`src/rtl/mc_ctrl.sv`:
```
// Multi-cycle control FSM for the single-issue MIPS core: sequences IR load, PC update, RF write, DM access.
// Latency: J/JR/JAL/illegal 2, BEQ 3, R/I-ALU 4, SW 4, LW 5 cycles plus one per memory wait cycle.
// Backpressure: MEM holds dm_re/dm_we until mem_ready; optional watchdog (MC_CTRL_MEM_TIMEOUT_EN) aborts after TIMEOUT waits.
module mc_ctrl #(
  parameter int CNT_W   = 32,
  parameter int TIMEOUT = 15
) (
  input  logic             clk,
  input  logic             reset,
  input  logic [5:0]       op,
  input  logic [5:0]       funct,
  input  logic             mem_ready,
  output logic             pc_en,
  output logic             ir_en,
  output logic             reg_we,
  output logic             dm_re,
  output logic             dm_we,
  output logic             illegal,
  output logic [2:0]       state,
  output logic [CNT_W-1:0] instr_cnt
);

  localparam logic [2:0] S_FETCH  = 3'd0;
  localparam logic [2:0] S_DECODE = 3'd1;
  localparam logic [2:0] S_EXEC   = 3'd2;
  localparam logic [2:0] S_MEM    = 3'd3;
  localparam logic [2:0] S_WB     = 3'd4;

  localparam logic [3:0] C_R    = 4'd0;
  localparam logic [3:0] C_JR   = 4'd1;
  localparam logic [3:0] C_IALU = 4'd2;
  localparam logic [3:0] C_LW   = 4'd3;
  localparam logic [3:0] C_SW   = 4'd4;
  localparam logic [3:0] C_BEQ  = 4'd5;
  localparam logic [3:0] C_J    = 4'd6;
  localparam logic [3:0] C_JAL  = 4'd7;
  localparam logic [3:0] C_ILL  = 4'd8;

  localparam logic [5:0] OP_RTYPE = 6'b000000;
  localparam logic [5:0] OP_J     = 6'b000010;
  localparam logic [5:0] OP_JAL   = 6'b000011;
  localparam logic [5:0] OP_BEQ   = 6'b000100;
  localparam logic [5:0] OP_ORI   = 6'b001101;
  localparam logic [5:0] OP_LUI   = 6'b001111;
  localparam logic [5:0] OP_LW    = 6'b100011;
  localparam logic [5:0] OP_SW    = 6'b101011;

  localparam logic [5:0] F_SLL  = 6'b000000;
  localparam logic [5:0] F_JR   = 6'b001000;
  localparam logic [5:0] F_ADDU = 6'b100001;
  localparam logic [5:0] F_SUBU = 6'b100011;

  logic [2:0]       r_state;
  logic [2:0]       w_state_nxt;
  logic [3:0]       w_cls;
  logic             w_pc_en;
  logic             w_ir_en;
  logic             w_reg_we;
  logic             w_dm_re;
  logic             w_dm_we;
  logic             w_illegal;
  logic             w_timeout;
  logic [CNT_W-1:0] r_cnt;

  // Classify the instruction held in the IR; anything not listed is illegal.
  always_comb begin
    w_cls = C_ILL;
    case (op)
      OP_RTYPE: begin
        case (funct)
          F_ADDU, F_SUBU, F_SLL: w_cls = C_R;
          F_JR:                  w_cls = C_JR;
          default:               w_cls = C_ILL;
        endcase
      end
      OP_ORI, OP_LUI: w_cls = C_IALU;
      OP_LW:          w_cls = C_LW;
      OP_SW:          w_cls = C_SW;
      OP_BEQ:         w_cls = C_BEQ;
      OP_J:           w_cls = C_J;
      OP_JAL:         w_cls = C_JAL;
      default:        w_cls = C_ILL;
    endcase
  end

`ifdef MC_CTRL_MEM_TIMEOUT_EN
  localparam int WAIT_W = (TIMEOUT < 1) ? 1 : $clog2(TIMEOUT + 1);

  logic [WAIT_W-1:0] r_wait;

  // Count consecutive not-ready MEM cycles; cleared whenever we are outside MEM so it starts at 0 on entry.
  always_ff @(posedge clk or negedge reset) begin
    if (!reset) begin
      r_wait <= '0;
    end else if (r_state != S_MEM) begin
      r_wait <= '0;
    end else if (!mem_ready && !w_timeout) begin
      r_wait <= r_wait + 1'b1;
    end
  end

  assign w_timeout = (r_state == S_MEM) && (r_wait == WAIT_W'(TIMEOUT));
`else
  // Watchdog compiled out: MEM waits for mem_ready indefinitely.
  assign w_timeout = (TIMEOUT < 0);
`endif

  // Next-state and raw enable decode from the registered state plus the instruction class.
  always_comb begin
    w_state_nxt = S_FETCH;
    w_pc_en     = 1'b0;
    w_ir_en     = 1'b0;
    w_reg_we    = 1'b0;
    w_dm_re     = 1'b0;
    w_dm_we     = 1'b0;
    w_illegal   = 1'b0;
    case (r_state)
      S_FETCH: begin
        w_ir_en     = 1'b1;
        w_state_nxt = S_DECODE;
      end
      S_DECODE: begin
        case (w_cls)
          C_J, C_JR: begin
            w_pc_en = 1'b1;
          end
          C_JAL: begin
            w_pc_en  = 1'b1;
            w_reg_we = 1'b1;
          end
          C_ILL: begin
            // Unsupported opcode is skipped like a nop, flagged but not counted.
            w_pc_en   = 1'b1;
            w_illegal = 1'b1;
          end
          default: w_state_nxt = S_EXEC;
        endcase
      end
      S_EXEC: begin
        case (w_cls)
          C_R, C_IALU: w_state_nxt = S_WB;
          C_LW, C_SW:  w_state_nxt = S_MEM;
          C_BEQ:       w_pc_en     = 1'b1;
          default:     w_state_nxt = S_FETCH;
        endcase
      end
      S_MEM: begin
        if (w_timeout) begin
          // Watchdog abort: drop the request, retire as an uncounted illegal.
          w_pc_en   = 1'b1;
          w_illegal = 1'b1;
        end else if (w_cls == C_LW) begin
          w_dm_re     = 1'b1;
          w_state_nxt = mem_ready ? S_WB : S_MEM;
        end else if (w_cls == C_SW) begin
          w_dm_we     = 1'b1;
          w_pc_en     = mem_ready;
          w_state_nxt = mem_ready ? S_FETCH : S_MEM;
        end
      end
      S_WB: begin
        w_reg_we = 1'b1;
        w_pc_en  = 1'b1;
      end
      default: w_state_nxt = S_FETCH;
    endcase
  end

  // State register; reset aborts any instruction in flight.
  always_ff @(posedge clk or negedge reset) begin
    if (!reset) begin
      r_state <= S_FETCH;
    end else begin
      r_state <= w_state_nxt;
    end
  end

  // Retired-instruction counter: one per pc_en, skipping illegal/aborted, wraps freely.
  always_ff @(posedge clk or negedge reset) begin
    if (!reset) begin
      r_cnt <= '0;
    end else if (w_pc_en && !w_illegal) begin
      r_cnt <= r_cnt + CNT_W'(1);
    end
  end

  // Enables are forced low combinationally while reset is held.
  assign pc_en     = reset & w_pc_en;
  assign ir_en     = reset & w_ir_en;
  assign reg_we    = reset & w_reg_we;
  assign dm_re     = reset & w_dm_re;
  assign dm_we     = reset & w_dm_we;
  assign illegal   = reset & w_illegal;
  assign state     = r_state;
  assign instr_cnt = r_cnt;

endmodule

```
`config.mk`:
```
export PLATFORM = sky130hd
export DESIGN_NAME = mc_ctrl
export DESIGN_NICKNAME = d
export VERILOG_FILES = /design/src/rtl/mc_ctrl.sv
export SDC_FILE = /design/constraint.sdc
export NUM_CORES = 1
export LEC_CHECK = 0
export BUFFER_PORTS_ARGS = -buffer_cell sky130_fd_sc_hd__clkbuf_2
export CORE_ASPECT_RATIO = 0.5
export CORE_UTILIZATION = 32
export DETAILED_ROUTE_END_ITERATION = 10
export MAX_ROUTING_LAYER = met4
export SLEW_MARGIN = 20
export SYNTH_ARGS = -nofsm -noshare
export SYNTH_HDL_FRONTEND = slang
export SYNTH_SLANG_ARGS = --single-unit
```
`constraint.sdc`:
```
create_clock -name clk -period 5.9 [get_ports clk]
set_clock_uncertainty 0.05 [all_clocks]
set_input_delay 0.295 -clock clk [delete_from_list [all_inputs] [get_ports clk]]
set_output_delay 0.295 -clock clk [all_outputs]
set_load 0.01 [all_outputs]
```
# Word level (Yosys, flattened, before mapping)
# Cells that the tools add are included.
# totals
in_bits	15
out_inout_bits	41
ff_bits	35
wordCells	66
# classes
n_reduce_logical	11
addsub	1
muxes	24
bitwise	6
eq_ne	22
# op_table
op	n
$add A32 B1 Y32 const B	1
$pmux W4 S7	1
$eq A6 B6 Y1 const B	4
$eq A6 B4 Y1 const B	3
$eq A4 B3 Y1 const B	4
$mux W1	13
$eq A6 B2 Y1 const B	2
$logic_not A6 Y1	2
$pmux W3 S4	1
$eq A4 B2 Y1 const B	2
$pmux W4 S2	1
$and A1 B1 Y1	6
$eq A3 B2 Y1 const B	2
$eq A6 B3 Y1 const B	1
$mux W2	3
$mux W3	2
$pmux W3 S2	1
$reduce_or A2 Y1	3
$eq A4 B1 Y1 const B	1
$eq A4 B4 Y1 const B	1
$logic_not A4 Y1	1
$pmux W1 S4	1
$reduce_or A4 Y1	1
$eq A3 B1 Y1 const B	1
6 further kinds	6

# Longest topological paths before layout
# Gate-level depths: netlist of the first run.
# logic_depth
word_depth	9
ltp_mapped	8
ltp_nobuf	6

# Least setup slack after synthesis of the first run
# No wires, ideal clock.
# synth_timing
kind	input to register
startpoint	input port op[3]
endpoint	register r_cnt[1] (netlist: instr_cnt[1])
setup_ps	125
path_buffers	2
cell_stages	8
arrival_ps	2161
path_slack_ps	3564
required_ps	5725
cell_sequence	buf_2 or4_4 nor3_4 o41ai_1 a31o_2 buf_6 a21oi_1 mux2_2
# synth_via
elab_chain_len	8
elab_cells_between_ends	27
classes_between	eq/ne (14); mux (8); reduce/logical (5)
# synth_lines
item	line_no	text
from (decl)	10	input logic [5:0] op,
$eq A6 B4 Y1	68	case (op)
$reduce_or A2 Y1	68	
$pmux W4 S7 *	68	
$eq A4 B4 Y1 (tied with other cells)	123	case (w_cls)
$reduce_or A4 Y1 (no source line) (tied with other cells)	-	
$mux W1 (on tied branches)	-	
$pmux W1 S4 or $logic_not A1 Y1 (tied branches)	117, 182	
$logic_and A1 B1 Y1 *	182	end else if (w_pc_en && !w_illegal) begin
to (signal assigned)	183	r_cnt <= r_cnt + CNT_W'(1);
to (decl)	63	logic [CNT_W-1:0] r_cnt;
# Mark *: on every way between the ends. The rest lies on a longest branch, timed or not.
# A chain may end at the register's enable or synchronous reset.

# Final worst setup path of the first run
# layout_timing
startpoint	input port funct[0]
endpoint	output port pc_en
# layout_via
elab_chain_len	9
elab_cells_between_ends	21
classes_between	eq/ne (10); mux (7); bitwise (1); reduce/logical (3)
# layout_lines
item	line_no	text
from (decl)	11	input logic [5:0] funct,
$eq A6 B6 Y1 or $logic_not A6 Y1 (tied branches)	70	case (funct)
$reduce_or A3 Y1	70	
$pmux W4 S2 *	70	
$pmux W4 S7 *	68	
$eq A4 B4 Y1 (tied with other cells)	123	
$reduce_or A4 Y1 (no source line) or $mux W1 (tied branches)	-	
$mux W1 (on tied branches)	123, 152	
$pmux W1 S4 *	117	case (r_state)
$and A1 B1 Y1 *	188	assign pc_en = reset & w_pc_en;
to (decl)	13	output logic pc_en,
# Marked as above.

==> results of run 1 <==
[stage by stage]
stage	area, sq um	std cells	util (%)
finish	2810	366	40.9
global placement	2640	357	38.4
detailed placement	2640	357	38.4
global route	2810	366	40.9
floorplan	2330	224	-
CTS	2790	365	40.7
[worst max-delay path, cell delays in order]
cell and delay, ns:
clkbuf_2 0.10, nor3_1 0.33, a21oi_1 0.07, o41ai_1 0.33
a31o_2 0.82, a21boi_0 0.22, clkbuf_2 0.19
[cells by family (layout without fill, tap and decap cells)]
family	after synthesis	count (layout)	synth area share, %
adders and majority gates	1	1	0.538
muxes	1	1	0.484
xor gates and xnor gates	31	31	11.7
DFF	35	35	37.7
and+or+nand+nor	84	84	21.1
buffers and inverters	19	69	4.57
AOI/OAI and AO/OA	53	53	23.9
[worst paths after layout]
path / end / slack, ns / cells past startpoint
setup / recovery: pc_en / 3.20 / 7
max in group asynchronous: instr_cnt[18]$_DFFE_PN0P_ / 5.12 / 1
min in group clk: state[0]$_DFF_PN0_ / 0.19 / 2
hold / removal: state[0]$_DFF_PN0_ / 0.10 / 1
hold reg to reg: instr_cnt[31]$_DFFE_PN0P_ / 0.41 / 1
setup reg to reg: instr_cnt[8]$_DFFE_PN0P_ / 3.34 / 7
[power by group through the flow]
stage	clock network (W)	registers (W)	logic, W
after floorplan	0	0.000329	0.000186
after global placement	0	0.000328	0.000255
after detailed placement	0	0.000330	0.000263
after CTS	0.000285	0.000326	0.000263
after global routing	0.000296	0.000333	0.000287
final	0.000279	0.000326	0.000262
[final cells by class]
cell class | count | area, sq um
flip-flops and latches | 35 | 876
clock buffers | 8 | 156
repair buffers | 57 | 298
inverters | 4 | 15.0
well taps | 92 | 115
multi-input cells | 170 | 1350
fillers | 666 | 4050
[cells in the mapped netlist, drive strengths merged (3+ instances only)]
cell / n / area share [%]
a211oi: 14 / 4.5
nor2b: 3 / 0.81
a21oi: 4 / 0.86
nand3: 16 / 3.4
nand2: 16 / 2.6
and3: 5 / 1.3
and4: 3 / 1.1
nor3: 5 / 1.8
and3b: 4 / 1.5
nand4: 7 / 1.9
nor2: 12 / 1.9
dfrtp: 35 / 38
inv: 4 / 0.65
buf: 9 / 2.9
o21ai: 4 / 0.86
a2111oi: 16 / 12
xor2: 29 / 11
clkbuf: 6 / 1.0
[state kept, by name, summed over array words and instances (netlist names)]
| register | count |
|---|---|
| state | 3 |
| instr_cnt | 32 |
[per-layer routing]
layer  GRT usage [%]  up-vias  part of all wire (%)
li1                -      956                     -
met1            20.9      956                    47
met2            23.7       46                    47
met3            2.94       10                   4.4
met4            6.86        0                   2.0
met5               -        -                     0
==> out/qor.yml, run 1 <==
status:
  status: "complete, no violations"
placed_design:
  port_buffers: 55
  dp_hpwl_microns: 3840
  routabilityCongestion: 0.850
  pre_cts_slack_ns: 3.02
logic_synthesis:
  yosys_register_bits: 35
  synth-main-ff-cell: "dfrtp_1"
  synth.distinct_cells: 50
  ys_async_sr_fraction_pct: 100
  synth_area_per_cell_sq_um: 10.4
  synthCells: 224
  synth_edf_count: 0
  yosys_warnings: 0
  seq_area_frac_synth_pct: 37.7
  syn_nets: 240
  syn_area_sq_um: 2330
cells_and_area:
  syn2layout_area_growth_pct: 20.7
  layout_common_cells: "clkbuf_2, dfrtp_1, xor2_1"
  diodes: 0
  final_common_cell: "clkbuf_2"
  drive_gt1_share_pct: 32.5
  nets: 289
route:
  drt-initial-drc-count: 132
  routedWlPerCell_microns: 14.9
  via_per_inst: 5.38
  dr.pass1.iters: 4
  drc_errors: 0
  vias: 1968
  ant_nets: 0
  routed_wl_microns: 5460
die:
  design.die.area_sq_um: 7630
  die_x_microns: 123
  dieHeight_microns: 62.3
  fp-row-count: 21
  io_pins: 56
  coreArea_sq_um: 6860
  initial_utilization_pct: 33.9
setup_path:
  crit_fanout: 32
  required_ns: 5.56
  critical_path_class: "input port to primary output"
  critPathCaptureType: "primary output"
  cp.arrival_ns: 2.35
  r2r_start: "state[2]$_DFF_PN0_"
  start_kind: "input port"
  crit_path_start: "funct[0]"
grt:
  grt_pass1_vias: 1861
  track_usage_pct: 15.9
  overflow: 0
  grt_max_degree: 41
  grt_pass1_wl_microns: 9280
  antenna_found_initial: 0
sta:
  hold_viol_final: 0
  setup_tns_ns: 0
  fmax_mhz: 371
  min_period_over_period_pct: 45.7
  period_needed_ns: 2.70
  setup_viol: 0
  relSlewSlack_pct: 36.8
  tightest_slew_ns: 0.948
  maxSlewViolCount: 0
  timing.final.ws_setup_ns: 3.20
  rsz0062_at_grt: "no"
  hold_slack_ns: 0.101
pwr:
  p_clk_share_pct: 32.2
  power_frac_seq_pct: 37.6
  power-per-cell-area_nw_per_um2: 309
  power_frac_comb_pct: 30.2
  switching_power_w: 0.000327
  finalPower_w: 0.000867
  ir_drop_uv: 133
  p_int_w: 0.000540
  swShare_pct: 37.7
  p_leak_nw: 1.28
cts:
  clockBufferDepth: 2
  clkTransAtPathRegs_ns: 0.05
  cts_max_level: 2
  cts_tree: "yes"
  cts_buffers: 5
  cts_sinks: 35
  hold_buffers: 0
  cts_setup_buffers: 0
  ctsResizeCount: 0
  clkLatencyLatePin_ns: 0.28
  cts_root_buffer: "clkbuf_16"
job:
  cap_viol_max_count: 0
worst_hold_path:
  worstHoldPathType: "input port to async pin"
Power figures use the tool's default switching activity.
==> run 2: changes to the inputs <==
==> constraint.sdc (replaced) <==
create_clock -name clk -period 2.7 [get_ports clk]
set_clock_uncertainty 0.05 [all_clocks]
set_input_delay 0.135 -clock clk [delete_from_list [all_inputs] [get_ports clk]]
set_output_delay 0.135 -clock clk [all_outputs]
set_load 0.01 [all_outputs]
==> run 2 against run 1 <==
Effect of this change:
- total power rose by 120%
- via count rose by 2.1%
- worst hold slack got worse by 0.052 ns
- clock-buffer cell count fell by 2
- sequential power rose by 110%
- worst setup slack got worse by 2.9 ns
- final area rose by 2.1%
- critical path depth fell by 1
- largest cell class unchanged
- critical endpoint unchanged
- core utilization rose by 0.88 points
- die area did not move
- sequential share of layout area fell by 0.65 points
==> out/qor.yml, run 2 (same netlist as run 1, synthesis figures left out) <==
cts:
  cts_tree: "yes"  # unchanged
  cts_root_buffer: "clkbuf_16"  # unchanged
  ctsResizeCount: 0  # unchanged
  clkLatencyLatePin_ns: 0.27  # was 0.28 ns
  cts_buffers: 5  # unchanged
  clkTransAtPathRegs_ns: 0.05  # about the same
  cts_max_level: 2  # unchanged
  clockBufferDepth: 2  # unchanged
  cts_setup_buffers: 0  # unchanged
  cts_sinks: 35  # unchanged
placed_design:
  placed_area_sq_um: 2730  # was 2640 sq um
  dp_hpwl_microns: 3920  # was 3840 microns
  port_buffers: 55  # unchanged
  routabilityCongestion: 0.921  # was 0.850
setup_path:
  required_ns: 2.52  # was 5.56 ns
  worstSetupEndpoint: "pc_en"  # unchanged
  reg2reg_depth: 7  # unchanged
  r2r_start: "state[2]$_DFF_PN0_"  # unchanged
  critPathCaptureType: "primary output"  # unchanged
  critical_path_class: "register to primary output"  # was input port to primary output
  crit_chain: "nand2b_1 -> nor4_2 -> a41o_1 -> a31oi_4 -> a21boi_0 -> clkbuf_2"  # was clkbuf_2 -> nor3_1 -> a21oi_1 -> o41ai_1 -> a31o_2 -> a21boi_0 -> clkbuf_2
  regToRegSetupSlack_ns: 0.45  # was 3.34 ns
  crit_buf_inv: 1  # was 2
  crit_path_start: "state[2]$_DFF_PN0_"  # was funct[0]
  path_delay_family: "compound AO/OA/AOI/OAI gates"  # unchanged
  slowest_delay_ns: 0.53  # was 0.82 ns
  crit_path_top_delay_cell: "a31oi_4"  # was a31o_2
  crit_fanout: 18  # was 32
  start_kind: "register"  # was input port
  cp.arrival_ns: 2.19  # was 2.35 ns
  rr_endpoint: "instr_cnt[23]$_DFFE_PN0P_"  # was instr_cnt[8]$_DFFE_PN0P_
  critical_path_depth: 6  # was 7
route:
  drc_errors: 0  # unchanged
  routed_wl_microns: 5360  # was 5460 microns
  ant_nets: 0  # unchanged
  via_per_inst: 5.39  # was 5.38
  routedWlPerCell_microns: 14.4  # was 14.9 microns
  vias: 2009  # was 1,968
  dr.pass1.iters: 4  # unchanged
  drt-initial-drc-count: 138  # was 132
grt:
  antenna_found_initial: 0  # unchanged
  grt_pass1_vias: 1906  # was 1,861
  grt_pass1_wl_microns: 9320  # was 9280 microns
  track_usage_pct: 15.6  # was 15.9%
  overflow: 0  # unchanged
  grt_max_degree: 39  # was 41
die:
  die_x_microns: 123  # unchanged
  io_pins: 56  # unchanged
  fp-row-count: 21  # unchanged
  coreArea_sq_um: 6860  # unchanged
  dieHeight_microns: 62.3  # unchanged
  design.die.area_sq_um: 7630  # unchanged
  initial_utilization_pct: 33.9  # unchanged
sta:
  min_period_over_period_pct: 87.9
  relSlewSlack_pct: 57.6  # was 36.8%
  maxSlewViolCount: 0  # unchanged
  rsz0062_at_grt: "no"  # unchanged
  period_needed_ns: 2.37
  fmax_mhz: 421
  hold_viol_final: 0  # unchanged
  tightest_slew_ns: 0.637  # was 0.948 ns
  setup_viol: 0  # unchanged
  setup_tns_ns: 0  # unchanged
job:
  cap_viol_max_count: 0  # unchanged
cells_and_area:
  drive_gt1_share_pct: 33.8  # was 32.5%
  final_area_sq_um: 2870  # was 2810 sq um
  diodes: 0  # unchanged
  nets: 298  # was 289
  final_common_cell: "clkbuf_2"  # unchanged
  layout_common_cells: "clkbuf_2, dfrtp_1, xor2_1"  # unchanged
  largest_register_ffs: 32  # unchanged
  syn2layout_area_growth_pct: 23.2  # was 20.7%
pwr:
  power-per-cell-area_nw_per_um2: 651  # was 309 nW/um^2
  p_leak_nw: 1.31  # was 1.28 nW
  ir_drop_uv: 323  # was 133 uV
worst_hold_path:
  worstHoldPathType: "input port to register"  # was input port to async pin
  hp-start: "mem_ready"
status:
  status: "complete, no violations"  # unchanged
-- run 2: layout make-up --
| cell class | instances | area, sq um |
|---|---|---|
| multi-input cells | 170 | 1350 |
| clock buffers | 6 | 129 |
| fillers | 664 | 3990 |
| inverters | 4 | 15.0 |
| repair buffers | 66 | 385 |
| well taps | 92 | 115 |
| flip-flops and latches | 35 | 876 |
-- run 2: metrics by stage --
step | utilization [%] | setup slack, ns | cells | total power, W | hold slack [ns]
after floorplan | - | 0.524 | 224 | 0.00113 | -0.211
after global placement | 39.8 | 0.268 | 366 | 0.00133 | 0.183
after detailed placement | 39.8 | 0.263 | 366 | 0.00135 | 0.192
after CTS | 41.8 | 0.355 | 373 | 0.00188 | 0.0460
after global routing | 41.8 | 0.226 | 373 | 0.00198 | 0.0633
final | 41.8 | 0.327 | 373 | 0.00187 | 0.0485
-- run 2: worst min path at each step --
stage	cells past startpoint	endpoint
after global placement	2	state[0]$_DFF_PN0_
final	2	state[0]$_DFF_PN0_
after global routing	2	state[0]$_DFF_PN0_
after detailed placement	2	state[0]$_DFF_PN0_
after floorplan	0	instr_cnt[0]$_DFFE_PN0P_
after CTS	2	state[0]$_DFF_PN0_
-- run 2: power by group --
part           total, W  internal, W  switching, W
sequential     0.000696     0.000600     0.0000965
clock          0.000523     0.000331      0.000192
combinational  0.000647     0.000237      0.000410
total           0.00187      0.00117      0.000699
-- run 2: metal layers --
| metal | vias up | GRT usage [%] | share of wire, % |
|---|---|---|---|
| li1 | 969 | - | - |
| met1 | 989 | 21.7 | 47 |
| met2 | 47 | 23.2 | 48 |
| met3 | 4 | 2.85 | 4.4 |
| met4 | 0 | 4.12 | 0.77 |
| met5 | - | - | 0 |
-- run 2: timing repair --
item | 4_1_cts | 5_1_grt
hold buffers | 1 | 0
setup endpoints to repair | 0 | 0
endpoints found under the hold margin | 35 | 0
==> run 3: changes to the inputs <==
--- a/config.mk
+++ b/config.mk
@@ -5,10 +5,10 @@
 export SDC_FILE = /design/constraint.sdc
 export NUM_CORES = 1
 export LEC_CHECK = 0
-export BUFFER_PORTS_ARGS = -buffer_cell sky130_fd_sc_hd__clkbuf_2
 export CORE_ASPECT_RATIO = 0.5
 export CORE_UTILIZATION = 32
 export DETAILED_ROUTE_END_ITERATION = 10
+export DONT_BUFFER_PORTS = 1
 export MAX_ROUTING_LAYER = met4
 export SLEW_MARGIN = 20
 export SYNTH_ARGS = -nofsm -noshare
==> run 3 against run 2 <==
Effect of this change:
- critical path depth grew 1
- global-route usage grew 0.24 points
- core utilization shrank 3.6 points
- total power shrank 4.2%
- highest routed layer unchanged
==> out/qor.yml, run 3 (same netlist as run 1, synthesis figures left out) <==
placed_design:
  pre_cts_slack_ns: 0.330  # was 0.263 ns
  placed_area_sq_um: 2450  # was 2730 sq um
  dp_hpwl_microns: 3750  # was 3920 microns
  routabilityCongestion: 0.889  # was 0.921
  port_buffers: 0  # was 55
sta:
  fmax_mhz: 440  # was 421 MHz
  timing.final.ws_setup_ns: 0.428  # was 0.327 ns
  min_period_over_period_pct: 84.2  # was 87.9%
  relSlewSlack_pct: 59.0  # was 57.6%
  tightest_slew_ns: 0.616  # was 0.637 ns
  setup_viol: 0  # unchanged
  hold_viol_final: 0  # unchanged
  maxSlewViolCount: 0  # unchanged
  setup_tns_ns: 0  # unchanged
  rsz0062_at_grt: "no"  # unchanged
  period_needed_ns: 2.27  # was 2.37 ns
die:
  dieHeight_microns: 62.3  # unchanged
  fp-row-count: 21  # unchanged
  initial_utilization_pct: 33.9  # unchanged
  design.die.area_sq_um: 7630  # unchanged
  io_pins: 56  # unchanged
  coreArea_sq_um: 6860  # unchanged
  die_x_microns: 123  # unchanged
cells_and_area:
  final_area_sq_um: 2620  # was 2870 sq um
  nets: 246  # was 298
  largest_register_ffs: 32  # unchanged
  postLayoutCoreUtil_pct: 38.2  # was 41.8%
  syn2layout_area_growth_pct: 12.5  # was 23.2%
  diodes: 0  # unchanged
  drive_gt1_share_pct: 18.3  # was 33.8%
  final_common_cell: "dfrtp_1"  # was clkbuf_2
  layout_common_cells: "dfrtp_1, xor2_1, nand2_1, nand3_1, a211oi_1"  # was clkbuf_2, dfrtp_1, xor2_1
route:
  ant_nets: 0  # unchanged
  routed_wl_microns: 5300  # was 5360 microns
  via_per_inst: 5.64  # was 5.39
  dr.pass1.iters: 4  # unchanged
  drt-initial-drc-count: 102  # was 138
  routedWlPerCell_microns: 16.5  # was 14.4 microns
  drc_errors: 0  # unchanged
  vias: 1811  # was 2,009
setup_path:
  critical_path_class: "register to register"  # was register to primary output
  regToRegSetupSlack_ns: 0.43  # was 0.45 ns
  crit_path_top_delay_cell: "dfrtp_1"  # was a31oi_4
  cp.arrival_ns: 2.42  # was 2.19 ns
  crit_fanout: 12  # was 18
  required_ns: 2.85  # was 2.52 ns
  crit_chain: "nand2b_1 -> nor4_2 -> a41o_1 -> a31oi_4 -> buf_4 -> a2111oi_2 -> xor2_1"  # was nand2b_1 -> nor4_2 -> a41o_1 -> a31oi_4 -> a21boi_0 -> clkbuf_2
  critPathCaptureType: "register"  # was primary output
  start_kind: "register"  # unchanged
  path_delay_family: "compound AO/OA/AOI/OAI gates"  # unchanged
  reg2reg_depth: 7  # unchanged
  r2r_start: "state[2]$_DFF_PN0_"  # unchanged
  rr_endpoint: "instr_cnt[16]$_DFFE_PN0P_"  # was instr_cnt[23]$_DFFE_PN0P_
  slowest_delay_ns: 0.47  # was 0.53 ns
  crit_buf_inv: 1  # unchanged
grt:
  antenna_found_initial: 0  # unchanged
  grt_pass1_wl_microns: 9300  # was 9320 microns
  overflow: 0  # unchanged
  grt_pass1_vias: 1802  # was 1,906
  track_usage_pct: 15.9  # was 15.6%
  grt_max_degree: 36  # was 39
cts:
  cts_sinks: 35  # unchanged
  clockBufferDepth: 2  # unchanged
  cts_max_level: 2  # unchanged
  clkTransAtPathRegs_ns: 0.05  # about the same
  cts_setup_buffers: 0  # unchanged
  cts_buffers: 5  # unchanged
  cts_tree: "yes"  # unchanged
  clkLatencyLatePin_ns: 0.27  # about the same
  ctsResizeCount: 0  # unchanged
  hold_buffers: 3  # was 1
  cts_root_buffer: "clkbuf_16"  # unchanged
worst_hold_path:
  min_to: "state[2]$_DFF_PN0_"  # was state[0]$_DFF_PN0_
  hp-start: "op[4]"  # was mem_ready
  whs_path_depth: 2  # unchanged
  worstHoldPathType: "input port to register"  # unchanged
pwr:
  ir_drop_uv: 290  # was 323 uV
  p_leak_nw: 1.08  # was 1.31 nW
  power-per-cell-area_nw_per_um2: 683  # was 651 nW/um^2
status:
  status: "complete, no violations"  # unchanged
job:
  cap_viol_max_count: 0  # unchanged
==> run 3: how the worst max path moves through the flow <==
stage,from,endpoint,slack (ns),cells after the start
2_1_floorplan,op[3],instr_cnt[1]$_DFFE_PN0P_,0.52,8
3_3_place_gp,op[0],instr_cnt[24]$_DFFE_PN0P_,0.43,7
3_5_place_dp,op[0],instr_cnt[13]$_DFFE_PN0P_,0.33,7
4_1_cts,state[2]$_DFF_PN0_,instr_cnt[21]$_DFFE_PN0P_,0.42,7
5_1_grt,state[2]$_DFF_PN0_,instr_cnt[16]$_DFFE_PN0P_,0.28,7
6_report,state[2]$_DFF_PN0_,instr_cnt[16]$_DFFE_PN0P_,0.43,7
==> run 3: final cells by class <==
type | instances | area (sq um)
clock buffers | 6 | 129
multi-input cells | 170 | 1350
fillers | 655 | 4240
well taps | 92 | 115
flip-flops and latches | 35 | 876
inverters | 4 | 15.0
repair buffers | 14 | 135
==> run 3: layer usage <==
layer,track usage [%],part of all wire (%)
met5,-,0
met4,4.27,1.1
met3,5.15,5.5
met2,23.5,46
met1,20.7,48
==> run 3: power breakdown <==
| group | internal (W) | total, W | leakage, nW | switching (W) |
|---|---|---|---|---|
| Clock | 0.000331 | 0.000522 | 0.0628 | 0.000191 |
| Combinational | 0.000188 | 0.000517 | 0.564 | 0.000329 |
| Sequential | 0.000599 | 0.000749 | 0.456 | 0.000150 |
| Total | 0.00112 | 0.00179 | 1.08 | 0.000670 |
==> run 3: per-stage QoR <==
step | hold WS (ns) | instances | total power, W
after floorplan | -0.211 | 224 | 0.00113
after global placement | -0.210 | 312 | 0.00124
after detailed placement | -0.209 | 312 | 0.00126
after CTS | 0.0354 | 321 | 0.00181
after global routing | 0.0375 | 321 | 0.00190
final | 0.0408 | 321 | 0.00179
